[src/rtl/float_uart_tx.sv]
// float_uart_tx: buffers 32-bit float results from the filter output and sends
// each one as four UART 8N1 bytes, most significant byte first.
// A word is captured on the rising edge of wordValid only, so a level held high
// for many cycles produces a single capture.
module float_uart_tx #(
    parameter int CLKS_PER_BIT = 868,  // clock cycles per UART bit, >= 2
    parameter int FIFO_AW      = 2     // FIFO depth = 2**FIFO_AW words
) (
    input  logic               clk,
    input  logic               rst,
    input  logic [31:0]        inWord,
    input  logic               wordValid,
    output logic               txSerial,
    output logic               busy,
    output logic               overflow,
    output logic [FIFO_AW:0]   fifoCount
);

    localparam int DEPTH = 2 ** FIFO_AW;
    localparam int TW    = $clog2(CLKS_PER_BIT);

    localparam logic [TW-1:0]    TMR_LAST   = TW'(CLKS_PER_BIT - 1);
    localparam logic [FIFO_AW:0] COUNT_FULL = (FIFO_AW + 1)'(DEPTH);

    typedef enum logic [1:0] {
        S_IDLE,
        S_START,
        S_DATA,
        S_STOP
    } state_e;

    // Rising-edge detection of the data-ready level
    logic wv_prev_q;
    logic push;

    // FIFO
    logic [31:0]        mem [DEPTH];
    logic [FIFO_AW-1:0] wr_ptr_q, rd_ptr_q;
    logic [FIFO_AW:0]   count_q, count_d;
    logic               ovf_q;
    logic               full;
    logic               push_ok;
    logic               drop;
    logic               pop;

    // Serialiser
    state_e         state_q, state_d;
    logic [TW-1:0]  tmr_q, tmr_d;
    logic [2:0]     bit_idx_q, bit_idx_d;
    logic [1:0]     byte_idx_q, byte_idx_d;
    logic [31:0]    word_q, word_d;
    logic           tx_q, tx_d;
    logic [7:0]     cur_byte;
    logic           bit_end;

    // Byte n of the word, counted from the most significant end
    function automatic logic [7:0] byte_sel(input logic [31:0] w, input logic [1:0] idx);
        case (idx)
            2'd0:    return w[31:24];
            2'd1:    return w[23:16];
            2'd2:    return w[15:8];
            default: return w[7:0];
        endcase
    endfunction

    assign push     = wordValid & ~wv_prev_q;
    assign full     = (count_q == COUNT_FULL);
    // A push into a full FIFO still fits when the same cycle pops a word out
    assign push_ok  = push & (~full | pop);
    assign drop     = push & full & ~pop;
    assign cur_byte = byte_sel(word_q, byte_idx_q);
    assign bit_end  = (tmr_q == TMR_LAST);

    // Remember the previous wordValid level for edge detection
    // NOTE: non-blocking (<=) for every registered state so all flops update together at the edge.
    always_ff @(posedge clk or posedge rst) begin
        if (rst) wv_prev_q <= 1'b0;
        else     wv_prev_q <= wordValid;
    end

    // FIFO storage write port
    // NOTE: storage is deliberately not reset; pointers and count alone define which entries are valid.
    always_ff @(posedge clk) begin
        if (push_ok) mem[wr_ptr_q] <= inWord;
    end

    // Next FIFO occupancy from the push/pop pair
    // NOTE: every variable written here gets a default first, so no path leaves it unassigned and no latch is inferred.
    always_comb begin
        count_d = count_q;
        case ({push_ok, pop})
            2'b10:   count_d = count_q + 1'b1;
            2'b01:   count_d = count_q - 1'b1;
            default: count_d = count_q;
        endcase
    end

    // FIFO pointers, occupancy and sticky overflow flag
    always_ff @(posedge clk or posedge rst) begin
        if (rst) begin
            wr_ptr_q <= '0;
            rd_ptr_q <= '0;
            count_q  <= '0;
            ovf_q    <= 1'b0;
        end else begin
            if (push_ok) wr_ptr_q <= wr_ptr_q + 1'b1;
            if (pop)     rd_ptr_q <= rd_ptr_q + 1'b1;
            count_q <= count_d;
            if (drop)    ovf_q <= 1'b1;
        end
    end

    // Serialiser next state: frame sequencing, bit timing and next line level
    always_comb begin
        state_d    = state_q;
        tmr_d      = tmr_q;
        bit_idx_d  = bit_idx_q;
        byte_idx_d = byte_idx_q;
        word_d     = word_q;
        tx_d       = tx_q;
        pop        = 1'b0;

        if (state_q != S_IDLE) begin
            tmr_d = bit_end ? '0 : tmr_q + TW'(1);
        end

        case (state_q)
            S_IDLE: begin
                tx_d  = 1'b1;
                tmr_d = '0;
                if (count_q != '0) begin
                    pop        = 1'b1;
                    word_d     = mem[rd_ptr_q];
                    byte_idx_d = 2'd0;
                    state_d    = S_START;
                    tx_d       = 1'b0;
                end
            end

            S_START: begin
                if (bit_end) begin
                    state_d   = S_DATA;
                    bit_idx_d = 3'd0;
                    tx_d      = cur_byte[0];
                end
            end

            S_DATA: begin
                if (bit_end) begin
                    if (bit_idx_q == 3'd7) begin
                        state_d = S_STOP;
                        tx_d    = 1'b1;
                    end else begin
                        bit_idx_d = bit_idx_q + 3'd1;
                        tx_d      = cur_byte[bit_idx_q + 3'd1];
                    end
                end
            end

            S_STOP: begin
                if (bit_end) begin
                    if (byte_idx_q != 2'd3) begin
                        byte_idx_d = byte_idx_q + 2'd1;
                        state_d    = S_START;
                        tx_d       = 1'b0;
                    end else if (count_q != '0) begin
                        // Back-to-back words: reload straight into a start bit
                        pop        = 1'b1;
                        word_d     = mem[rd_ptr_q];
                        byte_idx_d = 2'd0;
                        state_d    = S_START;
                        tx_d       = 1'b0;
                    end else begin
                        state_d = S_IDLE;
                        tx_d    = 1'b1;
                    end
                end
            end

            default: begin
                state_d = S_IDLE;
                tx_d    = 1'b1;
            end
        endcase
    end

    // Serialiser registers; the line is driven straight from tx_q so it never glitches
    always_ff @(posedge clk or posedge rst) begin
        if (rst) begin
            state_q    <= S_IDLE;
            tmr_q      <= '0;
            bit_idx_q  <= '0;
            byte_idx_q <= '0;
            word_q     <= '0;
            tx_q       <= 1'b1;
        end else begin
            state_q    <= state_d;
            tmr_q      <= tmr_d;
            bit_idx_q  <= bit_idx_d;
            byte_idx_q <= byte_idx_d;
            word_q     <= word_d;
            tx_q       <= tx_d;
        end
    end

    assign txSerial  = tx_q;
    assign busy      = (state_q != S_IDLE) | (count_q != '0);
    assign overflow  = ovf_q;
    assign fifoCount = count_q;

endmodule

[config.mk]
export PLATFORM = sky130hd
export DESIGN_NAME = float_uart_tx
export DESIGN_NICKNAME = d
export VERILOG_FILES = /design/src/rtl/float_uart_tx.sv
export SDC_FILE = /design/constraint.sdc
export NUM_CORES = 1
export LEC_CHECK = 0
export ABC_AREA = 0
export BUFFER_PORTS_ARGS = -buffer_cell sky130_fd_sc_hd__buf_2
export CAP_MARGIN = 20
export CORE_ASPECT_RATIO = 0.75
export CORE_MARGIN = 8
export CORE_UTILIZATION = 53
export DETAILED_ROUTE_END_ITERATION = 8
export PLACE_DENSITY = 0.67
export SKIP_CTS_REPAIR_TIMING = 1
export SLEW_MARGIN = 20
export SYNTH_ARGS = -nofsm -noshare
export SYNTH_HDL_FRONTEND = slang
export SYNTH_SLANG_ARGS = --single-unit
[constraint.sdc]
create_clock -name clk -period 7.2 [get_ports clk]
set_input_delay 1.08 -clock clk [delete_from_list [all_inputs] [get_ports clk]]
set_output_delay 1.08 -clock clk [all_outputs]
set_load 0.01 [all_outputs]
==> flow_metrics.py <==
metrics = {
    "worst_hold_path": {
        "min_to": "tmr_q[0]$_DFF_PP0_",
        "hold_path.class": "register to register",
        "whs_path_depth": 1,
        "hp-start": "tmr_q[0]$_DFF_PP0_",
    },
    "synth": {
        "yosysTopAreaCell": "edfxtp_1",
        "ys_async_sr_fraction": 0.316,
        "synth_cell_type_count": 54,
        "synth_area_mm2": 0.00775,
        "synthesis.nets": 493,
        "netlist.area_leader.share": 0.496,
        "synth_common_cells": "edfxtp_1, dfrtp_1, mux4_2",
        "ys.flop_type": "edfxtp_1",
        "synth_edf_count": 128,
        "syn_inst": 440,
        "yosysMostFrequentCell": "edfxtp_1",
        "synth.avg_cell_area_um2": 17.6,
        "netlist_top_cells_area": "edfxtp_1, dfrtp_1, mux4_2",
        "ys_seq_area_frac": 0.687,
        "ys_seq_elements": 187,
        "ys_warn_count": 0,
    },
    "setup_path": {
        "crit_chain": "nor3_1 > nand2_1 > buf_2",
        "cp_num_buf_inv": 1,
        "crit-reg2reg-capture": "mem[2][7]$_DFFE_PP_",
        "path_max_fanout": 7,
        "cp.required_ps": 6120,
        "critPathKind": "register to output pin",
        "crit_path_end_kind": "output pin",
        "r2r_cells": 7,
        "cp_slowest_cell": "nor3_1",
        "arrival_ps": 2050,
        "r2r-start": "tmr_q[0]$_DFF_PP0_",
        "cpPeakStageDelay_ps": 710,
        "critPathLaunchType": "register",
        "rrSetupSlack_ps": 4240,
        "cpLargestDelayFamily": "simple AND/OR/NAND/NOR gates",
    },
    "floorplanning": {
        "die_area_mm2": 0.0188,
        "die_width_um": 156,
        "core_area_mm2": 0.0144,
        "row_count": 38,
        "io_pins": 41,
        "die_h_um": 121,
        "initial_core_util": 0.540,
    },
    "flow_run": {
        "maxCapViolCount": 0,
    },
    "sta": {
        "tightest_slew_ps": 898,
        "setup_viol": 0,
        "relSlewSlack": 0.402,
        "drv_slew": 0,
        "fmax_ghz": 0.319,
        "worst_clock_skew_ps": 7.92,
        "min_period_ps": 3130,
        "rsz0062_at_grt": "false",
        "hold_violations": 0,
        "fin_setup_tns_ps": 0,
        "fin_crit_sh": 0.435,
    },
    "detailed_routing": {
        "vias": 3997,
        "routed_wl_um": 14300,
        "antenna_left": 0,
        "drtPass1Iterations": 4,
        "post_drt_wl_per_cell_um": 20.4,
        "drt-initial-drc-count": 256,
        "drt-vias-per-instance": 5.73,
        "drc": 0,
    },
    "cells_and_area": {
        "fin_util": 0.608,
        "n_fill_cell": 1072,
        "drive_gt1_frac": 0.309,
        "areaGrowthSynthToFinish_pct": 12.6,
        "diodes": 0,
        "fin_nets": 538,
    },
    "clock_network": {
        "cts_tree": "built",
        "root_buffer": "clkbuf_16",
        "h-tree-depth": 4,
        "clk_latency_ps": 430,
        "clk_path_buf_depth": 2,
        "clk_pin_slew_ps": 70,
        "cts_sinks": 187,
        "cts_made_buffers": 17,
    },
    "grt": {
        "grt.total_usage": 0.164,
        "grt_pass1_wl_um": 23100,
        "grt_max_degree": 60,
        "grt_pass1_vias": 4199,
        "gr-total-overflow": 0,
        "antenna_found_initial": 0,
    },
    "run_status": {
        "run_status": "complete, no violations",
    },
    "placed_design": {
        "io_buffers": 40,
        "dpl.hpwl_um": 8740,
        "place.gp.congestion": 0.765,
    },
    "power_and_ir_drop": {
        "pwr_density_cell_mw_per_mm2": 390,
        "ir_worst_vdd_mv": 0.190,
        "leakagePower_uw": 0.00319,
    },
}
worst register-to-register path: stages (launching register included):
cell,delay (ps)
dfrtp_1,390
ha_1,260
nor4b_4,320
a41oi_2,210
or3_1,490
a21oi_4,280
and2_1,170
buf_4,450
where the power goes:
group          internal (uW)  switching [uW]  leakage [uW]
logic                    500             459       0.00103
registers               1380             156       0.00188
clock network            504             407      0.000284
total                   2390            1020       0.00319
routing by layer:
metal / global-route usage / part of all wire / vias to the layer above / wire length [um]
met5: 0 / 0 / - / 0
met4: 0.0641 / 0.016 / 0 / 224
met1: 0.222 / 0.46 / 2082 / 6620
met2: 0.253 / 0.47 / 80 / 6760
met3: 0.0389 / 0.045 / 17 / 647
li1: - / - / 1818 / -
flip-flops by register name, summed over array words and instances (netlist names):
register / cells
mem: 128
word_q: 32
tmr_q: 10
bit_idx_q: 3
fifoCount: 3
byte_idx_q: 2
rd_ptr_q: 2
state_q: 2
wr_ptr_q: 2
overflow: 1
txSerial: 1
wv_prev_q: 1
how the worst max path moves through the flow:
stage | start | to | slack [ps] | cells past startpoint
after global routing | fifoCount[2]$_DFFE_PP0P_ | busy | 3870 | 3
after CTS | fifoCount[2]$_DFFE_PP0P_ | busy | 4050 | 3
final | fifoCount[2]$_DFFE_PP0P_ | busy | 4070 | 3
after global placement | tmr_q[0]$_DFF_PP0_ | mem[0][6]$_DFFE_PP_ | 4350 | 7
after floorplan | state_q[1]$_DFFE_PP0P_ | mem[0][0]$_DFFE_PP_ | 4260 | 8
after detailed placement | tmr_q[0]$_DFF_PP0_ | mem[2][11]$_DFFE_PP_ | 4270 | 7
cells in the final DEF, fill, tap and decap left out, types with 4 or more instances in the layout:
master,count
edfxtp_1,128
dfrtp_1,56
buf_2,40
mux4_2,33
mux2_2,30
nor2_1,17
ha_1,17
clkbuf_16,17
inv_1,15
nand2_1,10
a22o_1,8
and2_1,7
xnor2_1,7
buf_4,7
nand3_1,6
xor2_1,6
nor2b_1,5
a222oi_1,5
a211oi_1,5
clkinv_4,5
nand2b_1,4
nand4_1,4
a21oi_1,4
o21ai_0,4
per-stage QoR:
| step | cells | instance area [um^2] | hold slack (ps) | setup slack, ps | power [uW] |
|---|---|---|---|---|---|
| after floorplan | 440 | 7750 | 447 | 4260 | 2290 |
| final | 698 | 8730 | 481 | 4070 | 3410 |
| after detailed placement | 666 | 8140 | 467 | 4270 | 2530 |
| after global placement | 666 | 8140 | 462 | 4350 | 2490 |
| after global routing | 698 | 8730 | 516 | 3870 | 3580 |
| after CTS | 698 | 8730 | 482 | 4050 | 3450 |
final cells by class:
class	count	area, um^2	share of cell area
clock buffer	19	453	0.0519
clock inverter	13	134	0.0153
inverter	16	60.1	0.00688
multi-input combinational	216	2250	0.258
sequential	187	5320	0.610
tap	200	250	0.0287
timing repair buffer	47	253	0.0290
cells by family after synthesis:
family,Yosys count,share of synthesized area
adders and majority gates,18,0.0300
AOI/OAI and AO/OA,48,0.0497
and+or+nand+nor,68,0.0483
xor gates and xnor gates,13,0.0147
DFF,187,0.687
buffers and inverters,37,0.0226
muxes,69,0.148
No activity file was read; power rests on OpenSTA's default activity.
